File: src/rtl/pipe_ctrl_pkg.sv
// Shared opcode map, branch codes, FSM states and EX control bundle for the
// registered pipeline control unit.
package pipe_ctrl_pkg;

  localparam logic [3:0] OP_HALT  = 4'b0000;
  localparam logic [3:0] OP_ANDI  = 4'b0001;
  localparam logic [3:0] OP_ORI   = 4'b0010;
  localparam logic [3:0] OP_BGT   = 4'b0100;
  localparam logic [3:0] OP_BLT   = 4'b0101;
  localparam logic [3:0] OP_BEQ   = 4'b0110;
  localparam logic [3:0] OP_JMP   = 4'b0111;
  localparam logic [3:0] OP_LBU   = 4'b1010;
  localparam logic [3:0] OP_SB    = 4'b1011;
  localparam logic [3:0] OP_LW    = 4'b1100;
  localparam logic [3:0] OP_SW    = 4'b1101;
  localparam logic [3:0] OP_ATYPE = 4'b1111;

  localparam logic [1:0] BR_EQ = 2'b01;
  localparam logic [1:0] BR_GT = 2'b10;
  localparam logic [1:0] BR_LT = 2'b11;

  localparam int unsigned ALU_OP_W = 2;
  localparam int unsigned MUX_A_W  = 2;
  localparam int unsigned MUX_B_W  = 2;
  localparam int unsigned REG_WR_W = 2;

  typedef enum logic [1:0] {
    ST_RUN    = 2'd0,
    ST_FLUSH  = 2'd1,
    ST_HALT   = 2'd2,
    ST_EXCEPT = 2'd3
  } state_t;

  typedef struct packed {
    logic [ALU_OP_W-1:0] alu_op;
    logic [MUX_A_W-1:0]  mux_a;
    logic [MUX_B_W-1:0]  mux_b;
    logic                mux_c;
    logic [REG_WR_W-1:0] reg_write;
    logic                byte_en;
    logic                mem_write;
    logic                r0_select;
  } ex_bundle_t;

  localparam ex_bundle_t BUNDLE_BUBBLE = '0;

endpackage

File: src/rtl/pipe_ctrl_seq_decode.sv
// Combinational opcode decoder: EX control bundle, instruction class flags
// and illegal-opcode detection.
module ctrl_decode
  import pipe_ctrl_pkg::*;
#(
  parameter int unsigned OPC_W = 4
) (
  input  logic [OPC_W-1:0] i_opcode,
  output ex_bundle_t       o_bundle,
  output logic             o_is_halt,
  output logic             o_is_jmp,
  output logic             o_is_branch,
  output logic [1:0]       o_br_cond,
  output logic             o_is_load,
  output logic             o_illegal
);

  logic w_hi;

  assign w_hi = (i_opcode >> 4) != '0;

  always_comb begin
    o_bundle    = BUNDLE_BUBBLE;
    o_is_halt   = 1'b0;
    o_is_jmp    = 1'b0;
    o_is_branch = 1'b0;
    o_br_cond   = '0;
    o_is_load   = 1'b0;
    o_illegal   = 1'b0;
    if (w_hi) begin
      o_illegal = 1'b1;
    end else begin
      case (i_opcode[3:0])
        OP_ATYPE: o_bundle = '{2'b01, 2'b00, 2'b00, 1'b1, 2'b11, 1'b0, 1'b0, 1'b0};
        OP_ANDI:  o_bundle = '{2'b00, 2'b00, 2'b11, 1'b1, 2'b11, 1'b0, 1'b0, 1'b0};
        OP_ORI:   o_bundle = '{2'b10, 2'b00, 2'b11, 1'b1, 2'b11, 1'b0, 1'b0, 1'b0};
        OP_LBU: begin
          o_bundle  = '{2'b11, 2'b11, 2'b00, 1'b0, 2'b11, 1'b1, 1'b0, 1'b0};
          o_is_load = 1'b1;
        end
        OP_SB:    o_bundle = '{2'b11, 2'b11, 2'b00, 1'b0, 2'b00, 1'b1, 1'b1, 1'b0};
        OP_LW: begin
          o_bundle  = '{2'b11, 2'b11, 2'b00, 1'b0, 2'b11, 1'b0, 1'b0, 1'b0};
          o_is_load = 1'b1;
        end
        OP_SW:    o_bundle = '{2'b11, 2'b11, 2'b00, 1'b0, 2'b00, 1'b0, 1'b1, 1'b0};
        OP_BGT: begin
          o_is_branch = 1'b1;
          o_br_cond   = BR_GT;
        end
        OP_BLT: begin
          o_is_branch = 1'b1;
          o_br_cond   = BR_LT;
        end
        OP_BEQ: begin
          o_is_branch = 1'b1;
          o_br_cond   = BR_EQ;
        end
        OP_JMP:   o_is_jmp  = 1'b1;
        OP_HALT:  o_is_halt = 1'b1;
        default:  o_illegal = 1'b1;
      endcase
    end
  end

endmodule

File: src/rtl/pipe_ctrl_seq.sv
// Registered pipeline control: decodes the ID opcode into a one-cycle-late EX
// bundle and sequences stalls, branch/jump flushes, sticky halt and exceptions.
module pipe_ctrl_seq
  import pipe_ctrl_pkg::*;
#(
  parameter int unsigned OPC_W        = 4,
  parameter int unsigned REG_AW       = 4,
  parameter int unsigned FLUSH_CYCLES = 1,
  parameter int unsigned ERR_CNT_W    = 8
) (
  input  logic                 clk,
  input  logic                 reset,
  input  logic [OPC_W-1:0]     opcode,
  input  logic                 id_valid,
  input  logic [REG_AW-1:0]    id_src1,
  input  logic [REG_AW-1:0]    id_src2,
  input  logic [REG_AW-1:0]    ex_dst,
  input  logic [1:0]           branch_result,
  input  logic                 overflow_flag,
  input  logic                 err_ack,
  output logic                 pc_op,
  output logic                 b_jmp,
  output logic                 pc_hold,
  output logic                 if_flush,
  output logic                 id_flush,
  output logic                 ex_flush,
  output logic                 halt,
  output logic                 overflow_error_warning,
  output logic                 illegal_op,
  output logic [1:0]           alu_op,
  output logic [1:0]           mux_a,
  output logic [1:0]           mux_b,
  output logic [1:0]           reg_write,
  output logic                 mux_c,
  output logic                 byte_en,
  output logic                 mem_write,
  output logic                 r0_select,
  output logic [ERR_CNT_W-1:0] err_count
);

  localparam logic [2:0] FLUSH_LOAD = 3'(FLUSH_CYCLES - 1);

  state_t               r_state, w_state_nxt;
  logic [2:0]           r_flush_cnt, w_flush_cnt_nxt;
  ex_bundle_t           r_bundle, w_bundle_nxt;
  logic                 r_ex_load, w_ex_load_nxt;
  logic [ERR_CNT_W-1:0] r_err_count;
  logic                 w_err_inc;

  ex_bundle_t w_dec_bundle;
  logic       w_is_halt, w_is_jmp, w_is_branch, w_is_load, w_illegal;
  logic [1:0] w_br_cond;
  logic       w_taken, w_hazard;

  ctrl_decode #(.OPC_W(OPC_W)) u_decode (
    .i_opcode    (opcode),
    .o_bundle    (w_dec_bundle),
    .o_is_halt   (w_is_halt),
    .o_is_jmp    (w_is_jmp),
    .o_is_branch (w_is_branch),
    .o_br_cond   (w_br_cond),
    .o_is_load   (w_is_load),
    .o_illegal   (w_illegal)
  );

  assign w_taken  = w_is_jmp | (w_is_branch & (branch_result == w_br_cond));
  assign w_hazard = r_ex_load & id_valid & ((ex_dst == id_src1) | (ex_dst == id_src2));

  always_comb begin
    w_state_nxt            = r_state;
    w_flush_cnt_nxt        = r_flush_cnt;
    w_bundle_nxt           = BUNDLE_BUBBLE;
    w_ex_load_nxt          = 1'b0;
    w_err_inc              = 1'b0;
    pc_op                  = 1'b0;
    b_jmp                  = 1'b0;
    pc_hold                = 1'b0;
    if_flush               = 1'b0;
    id_flush               = 1'b0;
    ex_flush               = 1'b0;
    halt                   = 1'b0;
    overflow_error_warning = 1'b0;
    illegal_op             = 1'b0;
    // Outputs are forced low while reset is held, not just after the first edge.
    if (reset) begin
      if (r_state != ST_HALT && overflow_flag) begin
        ex_flush               = 1'b1;
        id_flush               = 1'b1;
        if_flush               = 1'b1;
        halt                   = 1'b1;
        overflow_error_warning = 1'b1;
        w_err_inc              = 1'b1;
        w_flush_cnt_nxt        = '0;
        w_state_nxt            = ST_EXCEPT;
      end else begin
        case (r_state)
          ST_RUN: begin
            if (id_valid && w_is_halt) begin
              halt        = 1'b1;
              if_flush    = 1'b1;
              w_state_nxt = ST_HALT;
            end else if (id_valid && w_taken) begin
              pc_op                  = 1'b1;
              b_jmp                  = w_is_branch;
              if_flush               = 1'b1;
              id_flush               = 1'b1;
              w_bundle_nxt.r0_select = w_is_branch;
              if (FLUSH_CYCLES > 1) begin
                w_state_nxt     = ST_FLUSH;
                w_flush_cnt_nxt = FLUSH_LOAD;
              end
            end else if (w_hazard) begin
              pc_hold = 1'b1;
            end else if (id_valid && w_illegal) begin
              illegal_op = 1'b1;
            end else if (id_valid) begin
              w_bundle_nxt  = w_dec_bundle;
              w_ex_load_nxt = w_is_load;
            end
          end
          ST_FLUSH: begin
            if_flush = 1'b1;
            id_flush = 1'b1;
            if (r_flush_cnt <= 3'd1) begin
              w_flush_cnt_nxt = '0;
              w_state_nxt     = ST_RUN;
            end else begin
              w_flush_cnt_nxt = r_flush_cnt - 3'd1;
            end
          end
          ST_HALT: begin
            halt     = 1'b1;
            if_flush = 1'b1;
          end
          ST_EXCEPT: begin
            ex_flush               = 1'b1;
            id_flush               = 1'b1;
            if_flush               = 1'b1;
            halt                   = 1'b1;
            overflow_error_warning = 1'b1;
            if (err_ack) w_state_nxt = ST_RUN;
          end
          default: w_state_nxt = ST_RUN;
        endcase
      end
    end
  end

  always_ff @(posedge clk or negedge reset) begin
    if (!reset) begin
      r_state     <= ST_RUN;
      r_flush_cnt <= '0;
      r_bundle    <= BUNDLE_BUBBLE;
      r_ex_load   <= 1'b0;
      r_err_count <= '0;
    end else begin
      r_state     <= w_state_nxt;
      r_flush_cnt <= w_flush_cnt_nxt;
      r_bundle    <= w_bundle_nxt;
      r_ex_load   <= w_ex_load_nxt;
      if (w_err_inc && r_err_count != '1) r_err_count <= r_err_count + ERR_CNT_W'(1);
    end
  end

  assign alu_op    = r_bundle.alu_op;
  assign mux_a     = r_bundle.mux_a;
  assign mux_b     = r_bundle.mux_b;
  assign mux_c     = r_bundle.mux_c;
  assign reg_write = r_bundle.reg_write;
  assign byte_en   = r_bundle.byte_en;
  assign mem_write = r_bundle.mem_write;
  assign r0_select = r_bundle.r0_select;
  assign err_count = r_err_count;

endmodule

File: config.mk
export PLATFORM = sky130hd
export DESIGN_NAME = pipe_ctrl_seq
export DESIGN_NICKNAME = d
export VERILOG_FILES = /design/src/rtl/pipe_ctrl_pkg.sv /design/src/rtl/pipe_ctrl_seq_decode.sv /design/src/rtl/pipe_ctrl_seq.sv
export SDC_FILE = /design/constraint.sdc
export NUM_CORES = 1
export LEC_CHECK = 0
export CORE_ASPECT_RATIO = 0.6
export CORE_MARGIN = 3
export CORE_UTILIZATION = 41
export CTS_CLUSTER_SIZE = 14
export DETAILED_ROUTE_END_ITERATION = 8
export GPL_TIMING_DRIVEN = 0
export PLACE_DENSITY = 0.75
export SLEW_MARGIN = 20
export SYNTH_ARGS = -nofsm -noshare
export SYNTH_HDL_FRONTEND = slang
export SYNTH_SLANG_ARGS = --single-unit
File: constraint.sdc
create_clock -name clk -period 1.6 [get_ports clk]
set_input_delay 0.32 -clock clk [delete_from_list [all_inputs] [get_ports clk]]
set_output_delay 0.32 -clock clk [all_outputs]
set_load 0.02 [all_outputs]
==> results of run 1 <==
[per-stage QoR]
step / hold WS (ns) / instance area [um2]
2_1_floorplan: 0.02441 / 1545
3_3_place_gp: 0.4785 / 2102
3_5_place_dp: 0.3585 / 2097
4_1_cts: 0.3355 / 2465
5_1_grt: 0.2340 / 2592
6_report: 0.1997 / 2592
[power groups by stage]
stage | logic [mW] | clock network (mW) | registers [mW]
4_1_cts | 1.08 | 0.381 | 0.790
6_report | 1.27 | 0.373 | 0.795
3_5_place_dp | 0.880 | 0 | 0.805
5_1_grt | 1.35 | 0.406 | 0.812
2_1_floorplan | 0.455 | 0 | 0.869
3_3_place_gp | 0.855 | 0 | 0.791
[synth_stat cells]
master	n
clkbuf_1	1
o21ai_0	6
nand2_2	2
nor3_1	2
or3b_2	1
a21boi_0	3
mux2i_1	2
a31oi_4	1
nor3_2	2
a21oi_1	8
or2b_1	1
o221ai_1	2
dfrtp_1	23
buf_4	4
inv_1	6
buf_2	4
or4b_1	1
ha_1	3
nor2b_1	4
o21bai_1	3
or2_2	1
a31oi_2	1
nor2_2	1
mux2_2	1
or3_4	1
nand3_1	3
a311oi_1	1
a2111oi_4	1
and4_1	2
nor4_1	2
o41a_1	1
and3_1	3
buf_6	2
nor2_1	7
nand2_1	15
nor3b_2	1
and2_1	2
xnor2_1	15
nand4_1	7
o22ai_1	3
and4b_1	2
nand2b_1	3
or4b_4	1
[cell families after synthesis]
family | count (synthesis)
AOI/OAI and AO/OA | 30
xor gates and xnor gates | 15
DFF | 23
adders and majority gates | 3
muxes | 3
buffers and inverters | 17
and+or+nand+nor | 64
[flip-flops by register name, summed over array words and instances, names as in the netlist]
signal,cells
byte_en,1
r_ex_load,1
r_state,2
r_flush_cnt,3
mux_b,1
r0_select,1
alu_op,2
mem_write,1
mux_c,1
mux_a,1
reg_write,1
err_count,8
[cell usage in the layout, fill, tap and decap left out, types with 3 or more instances in the layout]
cell             synthesis  routed
xnor2_1                 15      14
o21bai_1                 3       3
clkdlybuf4s50_1          0      17
dfrtp_1                 23      20
nor3_4                   0       3
o21ai_0                  6       4
buf_4                    4      24
dlygate4sd2_1            0      13
o22ai_1                  3       3
clkbuf_8                 0       3
nand2_1                 15      13
dlymetal6s2s_1           0       4
a21oi_1                  8       7
nor2_1                   7       5
dfrtp_2                  0       3
nor2_4                   0       3
buf_2                    4       5
nand2b_1                 3       3
buf_6                    2      26
nand4_1                  7       7
inv_1                    6       6
[what timing repair did]
item,4_1_cts,5_1_grt
resized for setup,130,21
pin swaps,16,11
endpoints found under the setup margin,31,31
hold buffers,1,0
hold endpoints to repair,23,0
buffers inserted,22,13
[critical path: stages]
cell and delay, ns:
clkdlybuf4s50_1 0.45, xnor2_1 0.27, nand4_1 0.19, a21boi_2 0.21, buf_4 0.16, and4_4 0.22
buf_6 0.11
[metal layers]
metal  part of all wire, %  track usage [%]
met5                     0                0
met2                    49            39.45
met4                   3.1            5.348
met1                    42            28.08
met3                   5.7            6.122
[area by class of cell]
cell class              instances  area (um2)
plain buffers                  10       78.83
well taps                      45       56.30
inverters                       6       22.52
clock inverters                 1       5.005
flip-flops and latches         23       579.3
clock buffers                   3       41.29
multi-input cells             115       988.4
fillers                       215       770.7
repair buffers                 84       820.8
[worst min-delay path by stage]
| stage | from | end | depth (start not counted) |
|---|---|---|---|
| after global placement | err_count[7] | err_count[7] | 1 |
| after CTS | opcode[0] | r_ex_load | 3 |
| after floorplan | reset | alu_op[0] | 0 |
| after global routing | reset | r0_select | 2 |
| final | reset | r0_select | 2 |
| after detailed placement | reset | r_flush_cnt[1] | 1 |
==> impl_metrics.ini, run 1 <==
[status]
status = finished with violations
violations = setup timing

[setup_path]
crit_type = input port to output port
r2r_slack_ns = -0.30
cp-end-kind = output port
rr_worst_depth = 8
r2r_end = byte_en
start_kind = input port
cp.required_ns = 1.28
r2r-start = r_state[0]
startpoint = ex_dst[3]
worstPathArrival_ns = 1.93
cp-endpoint = pc_hold
path_max_fanout = 2

[clock_tree]
cts-root-buf = clkbuf_8
cts_tree = built
cts_buffers = 3
cts_sinks = 23
clkSlewWorstSetupHoldPaths_ns = 0.09
clockBufferDepth = 2
htreeDepth = 1
clk_latency_ns = 0.27

[cells_and_area]
synthToLayoutAreaGrowth_pct = 73.68
nets = 269
fin_util_pct = 77.08
instances_no_fill = 287
n_antenna_cell = 0
drive_gt1_share_pct = 42.15

[power]
switchingPower_mw = 0.8971
p_per_area_mw_per_mm2 = 939.2
p_int_mw = 1.538
comb_power_share_pct = 52.0
p_sw_share_pct = 36.84
ir_drop_uv = 691.3
p_leak_nw = 1.190
finalPower_mw = 2.435
p_clk_share_pct = 15.3
p_seq_share_pct = 32.7

[synthesis]
yosysTopAreaCellShare_pct = 38.56
synth_cell_types = 43
synth_fp_nets = 181
synthXorXnorAreaFrac_pct = 8.801
synth_top_family_by_area = simple AND/OR/NAND/NOR gates
yosys-top-cells-area = dfrtp_1 39%, xnor2_1 8.8%, nand2_1 3.8%
synth_compound_area_share_pct = 15.59
synthSimpleGateAreaFrac_pct = 25.82
ys_warn_count = 0
synthAdderAreaFrac_pct = 2.515
ys_seq_area_share_pct = 38.56
synthMuxAreaShare_pct = 2.096
yosysTopAreaCell = dfrtp_1
synth_area_mm2 = 0.001493
syn_area_per_cell_um2 = 9.630
syn_inst = 155
synth_seq_cells = 23

[timing]
max_freq_ghz = 0.4442
fin_skew_ns = 0.008278
tightestPinTransition_ns = 0.5562
setup_ws_ns = -0.6512
rsz0062_at_grt = true
fin_crit_sh_pct = 140.7
setup_viol = 20
max-slew-margin-rel_pct = 62.92
hold_violations = 0
final.min_clock_period_ns = 2.251
slew_violations = 0
fin_setup_tns_ns = -5.424

[global_routing]
grt_pass1_vias = 1511
grt_max_degree = 24
grt_pass1_wl_um = 7700
grt_overflow_total = 0
grt_usage_pct = 22.52
antenna_found_initial = 0

[floorplanning]
die_h_um = 52.74
pin_count = 52
core-area_mm2 = 0.003363
rows = 16
start_util_pct = 44.38
die-area_mm2 = 0.004425
die_w_um = 83.90

[route]
viasPerCell = 5.456
drtAntennaViolNets = 0
wirelength_um = 5248
vias = 1566
dr.first_iter.drc_count = 77
wire_per_inst_um = 18.29
drcViolationCount = 0
drtPass1Iterations = 4

[worst_hold_path]
hold_path.class = input port to asynchronous set/reset pin

[placement]
place_hpwl_um = 2984
place.gp.congestion = 0.8187
place_ws_ns = -1.399
placed_cells = 250
io_buffer_count = 50

[run]
max_cap_violations = 0
Note: power is estimated with default switching activity, not from simulation.
==> inputs of run 2 (changes only) <==
--- a/config.mk
+++ b/config.mk
@@ -5,9 +5,10 @@
 export SDC_FILE = /design/constraint.sdc
 export NUM_CORES = 1
 export LEC_CHECK = 0
+export ABC_AREA = 1
 export CORE_ASPECT_RATIO = 0.6
 export CORE_MARGIN = 3
-export CORE_UTILIZATION = 41
+export CORE_UTILIZATION = 43
 export CTS_CLUSTER_SIZE = 14
 export DETAILED_ROUTE_END_ITERATION = 8
 export GPL_TIMING_DRIVEN = 0
==> impl_metrics.ini, run 2 <==
[power]
p_per_area_mw_per_mm2 = 1125
ir_drop_uv = 1047
p_leak_nw = 1.526

[cells_and_area]
mostFrequentLayoutCells = 67 x nand2_1, 34 x buf_4, 29 x inv_1
mostFrequentLayoutCell = nand2_1
drive_gt1_share_pct = 34.42
fillCellCount = 278
synthToLayoutAreaGrowth_pct = 58.30
final_area_mm2 = 0.002745
nets = 364
largest_reg_flops = 8
n_antenna_cell = 0

[route]
viasPerCell = 5.333
wirelength_um = 5860
dr.first_iter.drc_count = 172
drtAntennaViolNets = 0
drcViolationCount = 0
drtPass1Iterations = 4
vias = 2048
wire_per_inst_um = 15.26

[timing]
max-slew-margin-rel_pct = 64.25
fin_crit_sh_pct = 119.4
fin_skew_ns = 0.002908
hold_violations = 0
rsz0062_at_grt = true
setup_ws_ns = -0.3112
slew_violations = 0
final.min_clock_period_ns = 1.911
tightestPinTransition_ns = 0.5363
setup_viol = 14
max_freq_ghz = 0.5232

[placement]
io_buffer_count = 50
place_hpwl_um = 3428
place_ws_ns = -1.987
post_dp_cell_area_mm2 = 0.002305
place.gp.congestion = 0.8121

[synthesis]
yosys-top-cells-area = dfrtp_1 33%, nand2_1 16%, inv_1 8.2%
ys_warn_count = 0
syn_area_per_cell_um2 = 6.854
yosysTopAreaCell = dfrtp_1
synth_commonest_cells = 72 x nand2_1, 38 x inv_1, 34 x nor2_1
synth_fp_nets = 279
ys_seq_area_share_pct = 33.19
synth_edf_count = 0
synth_seq_cells = 23
synth.most_common_cell = nand2_1
synth_cell_types = 29
yosysTopAreaCellShare_pct = 33.19
synth_ff_type = dfrtp_1
synth_area_mm2 = 0.001734
async_reset_ff_share_pct = 100.0
syn_inst = 253

[clock_tree]
clockBufferDepth = 2
clkSlewWorstSetupHoldPaths_ns = 0.09
cts_tree = built
htreeDepth = 1
cts_sinks = 23
cts_buffers = 3
clk_latency_ns = 0.27
cts-root-buf = clkbuf_8

[floorplanning]
rows = 17
die_h_um = 55.19
die-area_mm2 = 0.004856
pin_count = 52
core-area_mm2 = 0.003765
die_w_um = 87.99
start_util_pct = 46.06

[status]
violations = setup timing
status = finished with violations

[worst_hold_path]
hold_path.class = input port to asynchronous set/reset pin

[setup_path]
worstPathArrival_ns = 1.59
cp.required_ns = 1.28
startpoint = r_state[0]
cp-end-kind = output port
r2r-start = r_state[1]
path_max_fanout = 5
crit_type = flop to output port
start_kind = flop

[global_routing]
grt_max_degree = 24
grt_pass1_wl_um = 8204
antenna_found_initial = 0
grt_overflow_total = 0
grt_pass1_vias = 1796
grt_usage_pct = 21.97

[run]
max_cap_violations = 0
-- run 2: path summary, 6_finish.rpt --
check | to | slack, ns | cells past startpoint
worst max-delay path | illegal_op | -0.31 | 7
worst min-delay path | err_count[5] | 0.11 | 2
worst max register to register | err_count[7] | -0.09 | 11
worst min register to register | err_count[5] | 0.53 | 2
max in group asynchronous | r_state[1] | 1.10 | 2
min in group clk | r0_select | 0.36 | 3
-- run 2: through the flow --
stage               power, mW  cells  setup TNS (ns)  hold WS, ns  utilization (%)
floorplan               1.676    253               0      0.02441                -
global placement        2.096    350          -36.40       0.5052            61.22
detailed placement      2.134    350          -38.76       0.5120            61.22
CTS                     2.720    375          -1.149       0.3542            69.46
global route            3.274    384          -3.043       0.1360            72.91
finish                  3.088    384          -2.017       0.1083            72.91
-- run 2: routing by layer --
layer  global-route usage [%]  vias up  wire, um
met2                    35.63      124      2632
met1                    29.99      948      2554
met4                    6.888        0       203
met5                        0        -         0
met3                    4.290       22       470
li1                         -      954         -
-- run 2: critical path, cell delays in order (launching register included) --
cell      delay [ns]
dfrtp_2         0.43
buf_4           0.15
nor2_2          0.10
nand3_2         0.12
clkinv_4        0.09
nand4_1         0.13
nor2_2          0.16
buf_6           0.14
-- run 2: logic make-up after synthesis --
group / count (synthesis) / synth area share (%)
simple gates: 160 / 45.31
buf+inv: 50 / 12.84
xor+xnor: 6 / 3.031
fa+ha+maj: 3 / 2.165
flops: 23 / 33.19
compound gates: 11 / 3.463
-- run 2: cell type report --
cell class	count	area [um2]	area share, %
repair buffers	80	747.0	27.21
multi-input cells	180	1064	38.74
inverters	43	185.2	6.746
clock buffers	3	41.29	1.504
flip-flops and latches	23	578.1	21.06
well taps	47	58.81	2.142
plain buffers	7	66.31	2.416
clock inverters	1	5.005	0.1823
-- run 2: power by group --
| part | switching (mW) | internal, mW |
|---|---|---|
| logic | 1.02 | 0.817 |
| clock network | 0.200 | 0.174 |
| registers | 0.155 | 0.719 |
-- run 2: what timing repair did --
item                                   CTS  global route
hold buffers                             1             0
resized for setup                      139            22
setup endpoints to repair               40            22
gates cloned                             0             0
pin swaps                               22             7
endpoints found under the hold margin   23             0
setup buffers                           20             9
